`src/rtl/ps2_host_tx_if.sv`:
```
// ps2_host_tx_if: groups the byte handshake, raw PS/2 pin inputs, open-drain enables and status
// of the PS/2 host transmitter into one bundle.
interface ps2_host_tx_if;
  logic [7:0] tx_data;
  logic       tx_valid;
  logic       tx_ready;
  logic       ps2_clk_in;
  logic       ps2_data_in;
  logic       ps2_clk_oe;
  logic       ps2_data_oe;
  logic       busy;
  logic       done;
  logic       error;

  modport master (
    output tx_data, tx_valid, ps2_clk_in, ps2_data_in,
    input  tx_ready, ps2_clk_oe, ps2_data_oe, busy, done, error
  );

  modport slave (
    input  tx_data, tx_valid, ps2_clk_in, ps2_data_in,
    output tx_ready, ps2_clk_oe, ps2_data_oe, busy, done, error
  );
endinterface

```
`src/rtl/ps2_host_tx.sv`:
```
// ps2_host_tx: PS/2 host-to-device transmitter (clock inhibit, request-to-send, shift, device ack).
// Optional macro PS2_TX_ACK_CHECK_EN turns a device NACK into an error pulse instead of done.
module ps2_host_tx #(
  parameter int INHIBIT_CYCLES = 10000,
  parameter int TIMEOUT_CYCLES = 1500000
) (
  input logic          clk,
  input logic          rst,
  ps2_host_tx_if.slave bus
);

  typedef enum logic [2:0] {
    S_IDLE, S_INHIBIT, S_REQ, S_SHIFT, S_ACK, S_WAITIDLE
  } state_t;

  localparam int CNT_MAX = (INHIBIT_CYCLES > TIMEOUT_CYCLES) ? INHIBIT_CYCLES : TIMEOUT_CYCLES;
  localparam int CW      = $clog2(CNT_MAX + 1);

  state_t          r_state;
  logic [1:0]      r_clkSync;
  logic [1:0]      r_dataSync;
  logic            r_clkPrev;
  logic [7:0]      r_shift;
  logic            r_par;
  logic [3:0]      r_bitCnt;
  logic [CW-1:0]   r_cnt;
  logic            r_clkOe;
  logic            r_dataOe;
  logic            r_done;
  logic            r_error;
`ifdef PS2_TX_ACK_CHECK_EN
  logic            r_nack;
`endif
  logic            w_fe;
  logic            w_timeout;
  logic            w_busIdle;

  // Synchronizers reset to 1 so an idle (pulled-up) bus never looks like a falling edge.
  always_ff @(posedge clk or posedge rst) begin
    if (rst) begin
      r_clkSync  <= 2'b11;
      r_dataSync <= 2'b11;
      r_clkPrev  <= 1'b1;
    end else begin
      r_clkSync  <= {r_clkSync[0], bus.ps2_clk_in};
      r_dataSync <= {r_dataSync[0], bus.ps2_data_in};
      r_clkPrev  <= r_clkSync[1];
    end
  end

  assign w_fe      = r_clkPrev & ~r_clkSync[1];
  assign w_timeout = (int'(r_cnt) == TIMEOUT_CYCLES - 1);
  assign w_busIdle = r_clkSync[1] & r_dataSync[1];

  always_ff @(posedge clk or posedge rst) begin
    if (rst) begin
      r_state  <= S_IDLE;
      r_shift  <= '0;
      r_par    <= 1'b0;
      r_bitCnt <= '0;
      r_cnt    <= '0;
      r_clkOe  <= 1'b0;
      r_dataOe <= 1'b0;
      r_done   <= 1'b0;
      r_error  <= 1'b0;
`ifdef PS2_TX_ACK_CHECK_EN
      r_nack   <= 1'b0;
`endif
    end else begin
      r_done  <= 1'b0;
      r_error <= 1'b0;
      case (r_state)
        S_IDLE: begin
          r_clkOe  <= 1'b0;
          r_dataOe <= 1'b0;
          if (bus.tx_valid) begin
            r_shift  <= bus.tx_data;
            r_par    <= ~^bus.tx_data;
            r_bitCnt <= '0;
            r_cnt    <= '0;
            r_clkOe  <= 1'b1;
            r_dataOe <= (INHIBIT_CYCLES == 1);
            r_state  <= S_INHIBIT;
          end
        end
        S_INHIBIT: begin
          r_cnt <= r_cnt + 1'b1;
          if (int'(r_cnt) + 2 == INHIBIT_CYCLES) r_dataOe <= 1'b1;
          if (int'(r_cnt) + 1 >= INHIBIT_CYCLES) begin
            r_clkOe  <= 1'b0;
            r_dataOe <= 1'b1;
            r_cnt    <= '0;
            r_state  <= S_REQ;
          end
        end
        S_REQ: begin
          if (w_fe) begin
            r_dataOe <= ~r_shift[0];
            r_shift  <= {1'b0, r_shift[7:1]};
            r_bitCnt <= 4'd1;
            r_cnt    <= '0;
            r_state  <= S_SHIFT;
          end else if (w_timeout) begin
            r_dataOe <= 1'b0;
            r_error  <= 1'b1;
            r_state  <= S_IDLE;
          end else begin
            r_cnt <= r_cnt + 1'b1;
          end
        end
        // r_bitCnt holds how many falling edges have been seen so far in the frame.
        S_SHIFT: begin
          if (w_fe) begin
            r_cnt    <= '0;
            r_bitCnt <= r_bitCnt + 1'b1;
            if (r_bitCnt < 4'd8) begin
              r_dataOe <= ~r_shift[0];
              r_shift  <= {1'b0, r_shift[7:1]};
            end else if (r_bitCnt == 4'd8) begin
              r_dataOe <= ~r_par;
            end else begin
              r_dataOe <= 1'b0;
              r_state  <= S_ACK;
            end
          end else if (w_timeout) begin
            r_dataOe <= 1'b0;
            r_error  <= 1'b1;
            r_state  <= S_IDLE;
          end else begin
            r_cnt <= r_cnt + 1'b1;
          end
        end
        S_ACK: begin
          if (w_fe) begin
`ifdef PS2_TX_ACK_CHECK_EN
            r_nack   <= r_dataSync[1];
`endif
            r_bitCnt <= r_bitCnt + 1'b1;
            r_cnt    <= '0;
            r_state  <= S_WAITIDLE;
          end else if (w_timeout) begin
            r_error <= 1'b1;
            r_state <= S_IDLE;
          end else begin
            r_cnt <= r_cnt + 1'b1;
          end
        end
        S_WAITIDLE: begin
          if (w_busIdle) begin
`ifdef PS2_TX_ACK_CHECK_EN
            r_done  <= ~r_nack;
            r_error <= r_nack;
`else
            r_done  <= 1'b1;
`endif
            r_state <= S_IDLE;
          end else if (w_fe) begin
            r_cnt <= '0;
          end else if (w_timeout) begin
            r_error <= 1'b1;
            r_state <= S_IDLE;
          end else begin
            r_cnt <= r_cnt + 1'b1;
          end
        end
        default: begin
          r_clkOe  <= 1'b0;
          r_dataOe <= 1'b0;
          r_state  <= S_IDLE;
        end
      endcase
    end
  end

  assign bus.tx_ready    = (r_state == S_IDLE);
  assign bus.busy        = (r_state != S_IDLE);
  assign bus.ps2_clk_oe  = r_clkOe;
  assign bus.ps2_data_oe = r_dataOe;
  assign bus.done        = r_done;
  assign bus.error       = r_error;

endmodule

```
`src/flat_wrapper.sv`:
```
// flat-port wrapper written by rule: the top's interface ports become plain ports
module ps2_host_tx_flat 
#(
  parameter int INHIBIT_CYCLES = 10000,
  parameter int TIMEOUT_CYCLES = 1500000
)
  (clk, rst, bus_tx_data, bus_tx_valid, bus_ps2_clk_in, bus_ps2_data_in, bus_tx_ready, bus_ps2_clk_oe, bus_ps2_data_oe, bus_busy, bus_done, bus_error);
  ps2_host_tx_if bus_i ();
  input logic clk;
  input logic rst;
  input wire logic [$bits(bus_i.tx_data)-1:0] bus_tx_data;
  input wire logic [$bits(bus_i.tx_valid)-1:0] bus_tx_valid;
  input wire logic [$bits(bus_i.ps2_clk_in)-1:0] bus_ps2_clk_in;
  input wire logic [$bits(bus_i.ps2_data_in)-1:0] bus_ps2_data_in;
  output wire logic [$bits(bus_i.tx_ready)-1:0] bus_tx_ready;
  output wire logic [$bits(bus_i.ps2_clk_oe)-1:0] bus_ps2_clk_oe;
  output wire logic [$bits(bus_i.ps2_data_oe)-1:0] bus_ps2_data_oe;
  output wire logic [$bits(bus_i.busy)-1:0] bus_busy;
  output wire logic [$bits(bus_i.done)-1:0] bus_done;
  output wire logic [$bits(bus_i.error)-1:0] bus_error;
  assign bus_i.tx_data = bus_tx_data;
  assign bus_i.tx_valid = bus_tx_valid;
  assign bus_i.ps2_clk_in = bus_ps2_clk_in;
  assign bus_i.ps2_data_in = bus_ps2_data_in;
  assign bus_tx_ready = bus_i.tx_ready;
  assign bus_ps2_clk_oe = bus_i.ps2_clk_oe;
  assign bus_ps2_data_oe = bus_i.ps2_data_oe;
  assign bus_busy = bus_i.busy;
  assign bus_done = bus_i.done;
  assign bus_error = bus_i.error;
  ps2_host_tx #(.INHIBIT_CYCLES(INHIBIT_CYCLES), .TIMEOUT_CYCLES(TIMEOUT_CYCLES)) u_core (.clk(clk), .rst(rst), .bus(bus_i));
endmodule
```
`config.mk`:
```
export PLATFORM = sky130hd
export DESIGN_NAME = ps2_host_tx_flat
export DESIGN_NICKNAME = d
export VERILOG_FILES = /design/src/rtl/ps2_host_tx_if.sv /design/src/rtl/ps2_host_tx.sv /design/src/flat_wrapper.sv
export SDC_FILE = /design/constraint.sdc
export NUM_CORES = 1
export LEC_CHECK = 0
export BUFFER_PORTS_ARGS = -buffer_cell sky130_fd_sc_hd__buf_2
export CORE_MARGIN = 4
export CORE_UTILIZATION = 50
export CTS_CLUSTER_SIZE = 40
export DETAILED_ROUTE_END_ITERATION = 7
export PLACE_DENSITY = 0.66
export SYNTH_ARGS = -nofsm -noshare
export SYNTH_HDL_FRONTEND = slang
export SYNTH_SLANG_ARGS = --single-unit
```
`constraint.sdc`:
```
create_clock -name clk -period 2.95 [get_ports clk]
set_input_delay 0.295 -clock clk [delete_from_list [all_inputs] [get_ports clk]]
set_output_delay 0.295 -clock clk [all_outputs]
set_load 0.05 [all_outputs]
```
==> out/metrics.cfg <==
[worst_setup_path]
slowest_delay_ns = 0.46
rr_endpoint = u_core.r_cnt[12]
path_class = flip-flop to flip-flop
endpoint_kind = flip-flop
worst_path_most_repeated_cell = buf_4
required_ns = 3.14
cp_max_fo = 7
r2r_slack_ns = 0.18
start_kind = flip-flop
cp.arrival_ns = 2.95
crit_path_top_delay_cell = dfrtp_1
r2r_start = u_core.r_cnt[1]
reg2regPathDepth = 11
path_cells = ha_1 -> nand3_1 -> buf_4 -> nor3_4 -> buf_4 -> nor4bb_1 -> o21ai_0 -> and4_1 -> a211oi_4 -> buf_4 -> nor2_1

[global_route]
grt_usage = 0.2287
overflow = 0
antenna_found_initial = 0
use_met2 = 0.3309
use_met3 = 0.05253
grt-busiest-layer = met1
grt_use_met1 = 0.3467
grt_max_degree = 47
first_global_vias = 2804
grt_pass1_wl_mm = 14.30

[detailed_routing]
wl_per_cell_um = 17.21
vias = 3058
wirelength_mm = 8.586
dr.first_iter.drc_count = 369
vias_per_cell = 6.128
drt-pass1-iter-count = 4
drcViolationCount = 0
ant_nets = 0

[clocking]
cts-root-buf = clkbuf_8
cts.sinks = 46
htree_levels = 2
cts.clk_slew.worst_paths_ns = 0.08
clock_latency_ns = 0.30
post_cts_buffers = 0
cts_tree = yes
clk_path_buf_depth = 2
numCtsBuffers = 5

[power]
vdd_ir_drop_max_mv = 0.4546
power.total_mw = 2.287
p_leak_nw = 1.582
power.density_nw_per_um2 = 624.9

[synthesis]
synth_compound_area_frac = 0.1360
synth-seq-cells = 46
synth_top_area_frac = 0.3097
ys_warn_count = 0
synth_xor_area_frac = 0.08459
yosysTopAreaCell = dfrtp_1
synth_fp_nets = 416
yosys-top-cells-area = dfrtp_1 31%, xor2_1 5.3%, nand2_1 4.6%
synth.cells.most_frequent = 41 x dfrtp_1, 41 x nand2_1, 41 x nor2_1
synth_cell_types = 61
yosys.area_share.simple = 0.3361
synth.yosys.seq_area_share = 0.3493
synthAdderAreaFrac = 0.01888
muxShareOfSynthArea = 0.01208
netlist_area_um2 = 3313
synth_top_family_by_area = simple AND/OR/NAND/NOR gates
synth_top_flop_cell = dfrtp_1
syn_inst = 398
syn_area_per_cell_um2 = 8.325
synth_edf_count = 0
ys_async_sr_fraction = 1.000

[final_layout]
nNetsFinal = 439
n_antenna_cell = 0
area_delta_synth_final_pct = 10.46
final_area_um2 = 3660
drive_gt1_frac = 0.1754
finish.utilization = 0.5731

[sta]
tns_ns = 0
setup_slack_ns = 0.1816
finalCritPeriodShare = 0.9384
final.setup_skew_ns = 0.009912
tightest_slew_ns = 0.9443
rsz0062_at_grt = false
hold_viol = 0
setup_violations = 0
drv_slew = 0
slew_headroom = 0.3696
timing.fmax_ghz = 0.3612
period_needed_ns = 2.768

[die]
core.rowCount = 29
core_um2 = 6386
start_util = 0.5188
die_area_um2 = 7992
die_w_um = 89.40
ios = 19
dieHeight_um = 89.40

[placed_design]
dpl.hpwl_mm = 6.248
portBuffers = 18
place_ws_ns = 0.09715
postPlaceCellArea_um2 = 3542
gp_congestion = 0.9321

[job]
timing.max_cap.violations = 0

[status]
status = finished, final reports clean

[min_path]
hold_depth = 1
min_to = u_core.r_dataSync[0]
hold_class = primary input to flip-flop
hp-start = bus_ps2_data_in

## repair_timing
item | in CTS | in global routing
setup endpoints to repair | 0 | 18
hold buffers | 0 | 0
resized for setup | 0 | 5
## layout by cell type (no fill, tap or decap), drive strengths merged, types with 12 or more instances in the layout
cell type	count
xnor2	12
a21oi	12
nand2	41
nand3	30
buf	47
nor2	41
o21ai	23
dfrtp	41
nand4	23
nor3	13
xor2	20
## power breakdown
part | internal, mW | total (mW) | leakage, nW | switching (mW)
Sequential | 0.772 | 0.906 | 0.582 | 0.134
Combinational | 0.372 | 0.992 | 0.954 | 0.620
Clock | 0.168 | 0.389 | 0.0452 | 0.222
## metal layers
| layer | up-vias | routed length (µm) |
|---|---|---|
| met5 | - | 0 |
| met4 | 0 | 161 |
| met3 | 22 | 683 |
| met2 | 131 | 3559 |
| met1 | 1420 | 4181 |
| li1 | 1485 | - |
## logic make-up after synthesis
| group | count (synthesis) |
|---|---|
| and+or+nand+nor | 201 |
| DFF | 46 |
| xor gates and xnor gates | 32 |
| adders and majority gates | 5 |
| AOI/OAI and AO/OA | 70 |
| muxes | 4 |
| buffers and inverters | 40 |
## critical path, delay by kind of cell, from the launching register on
kind,cells,cell delay (ns)
DFF,1,0.46
buffers and inverters,3,0.57
and+or+nand+nor,5,0.91
AOI/OAI and AO/OA,2,0.44
adders and majority gates,1,0.26
## final cells by class
class / instances / area (µm²)
well taps: 77 / 96.34
repair buffers: 47 / 307.8
clock inverters: 2 / 13.76
clock buffers: 6 / 72.57
flip-flops and latches: 46 / 1157
multi-input cells: 312 / 1978
fillers: 566 / 2726
inverters: 9 / 33.78
## worst max path at each step
stage | from | end | slack, ns | depth (start not counted)
2_1_floorplan | u_core.r_cnt[2] | u_core.bus.ps2_data_oe | 0.42 | 9
3_3_place_gp | u_core.r_cnt[2] | u_core.bus.ps2_data_oe | 0.18 | 9
3_5_place_dp | u_core.r_cnt[2] | u_core.bus.ps2_data_oe | 0.1 | 9
4_1_cts | u_core.r_cnt[2] | u_core.bus.ps2_data_oe | 0.09 | 9
5_1_grt | u_core.r_cnt[1] | u_core.r_cnt[14] | 0.05 | 11
6_report | u_core.r_cnt[1] | u_core.r_cnt[12] | 0.18 | 11
## state kept, by name, summed over array words and instances (netlist names)
signal and count:
u_core.bus.done 1, u_core.bus.error 1, u_core.bus.ps2_clk_oe 1, u_core.bus.ps2_data_oe 1, u_core.r_bitCnt 4, u_core.r_clkPrev 1, u_core.r_clkSync 2, u_core.r_cnt 21
u_core.r_dataSync 2, u_core.r_par 1, u_core.r_shift 8, u_core.r_state 3
## metrics by stage
stage | hold slack [ns] | cells
after global placement | 0.3481 | 491
after CTS | 0.07782 | 499
final | 0.09006 | 499
after floorplan | 0.2995 | 398
after detailed placement | 0.3475 | 491
after global routing | 0.06966 | 499
Power figures use the tool's default switching activity.
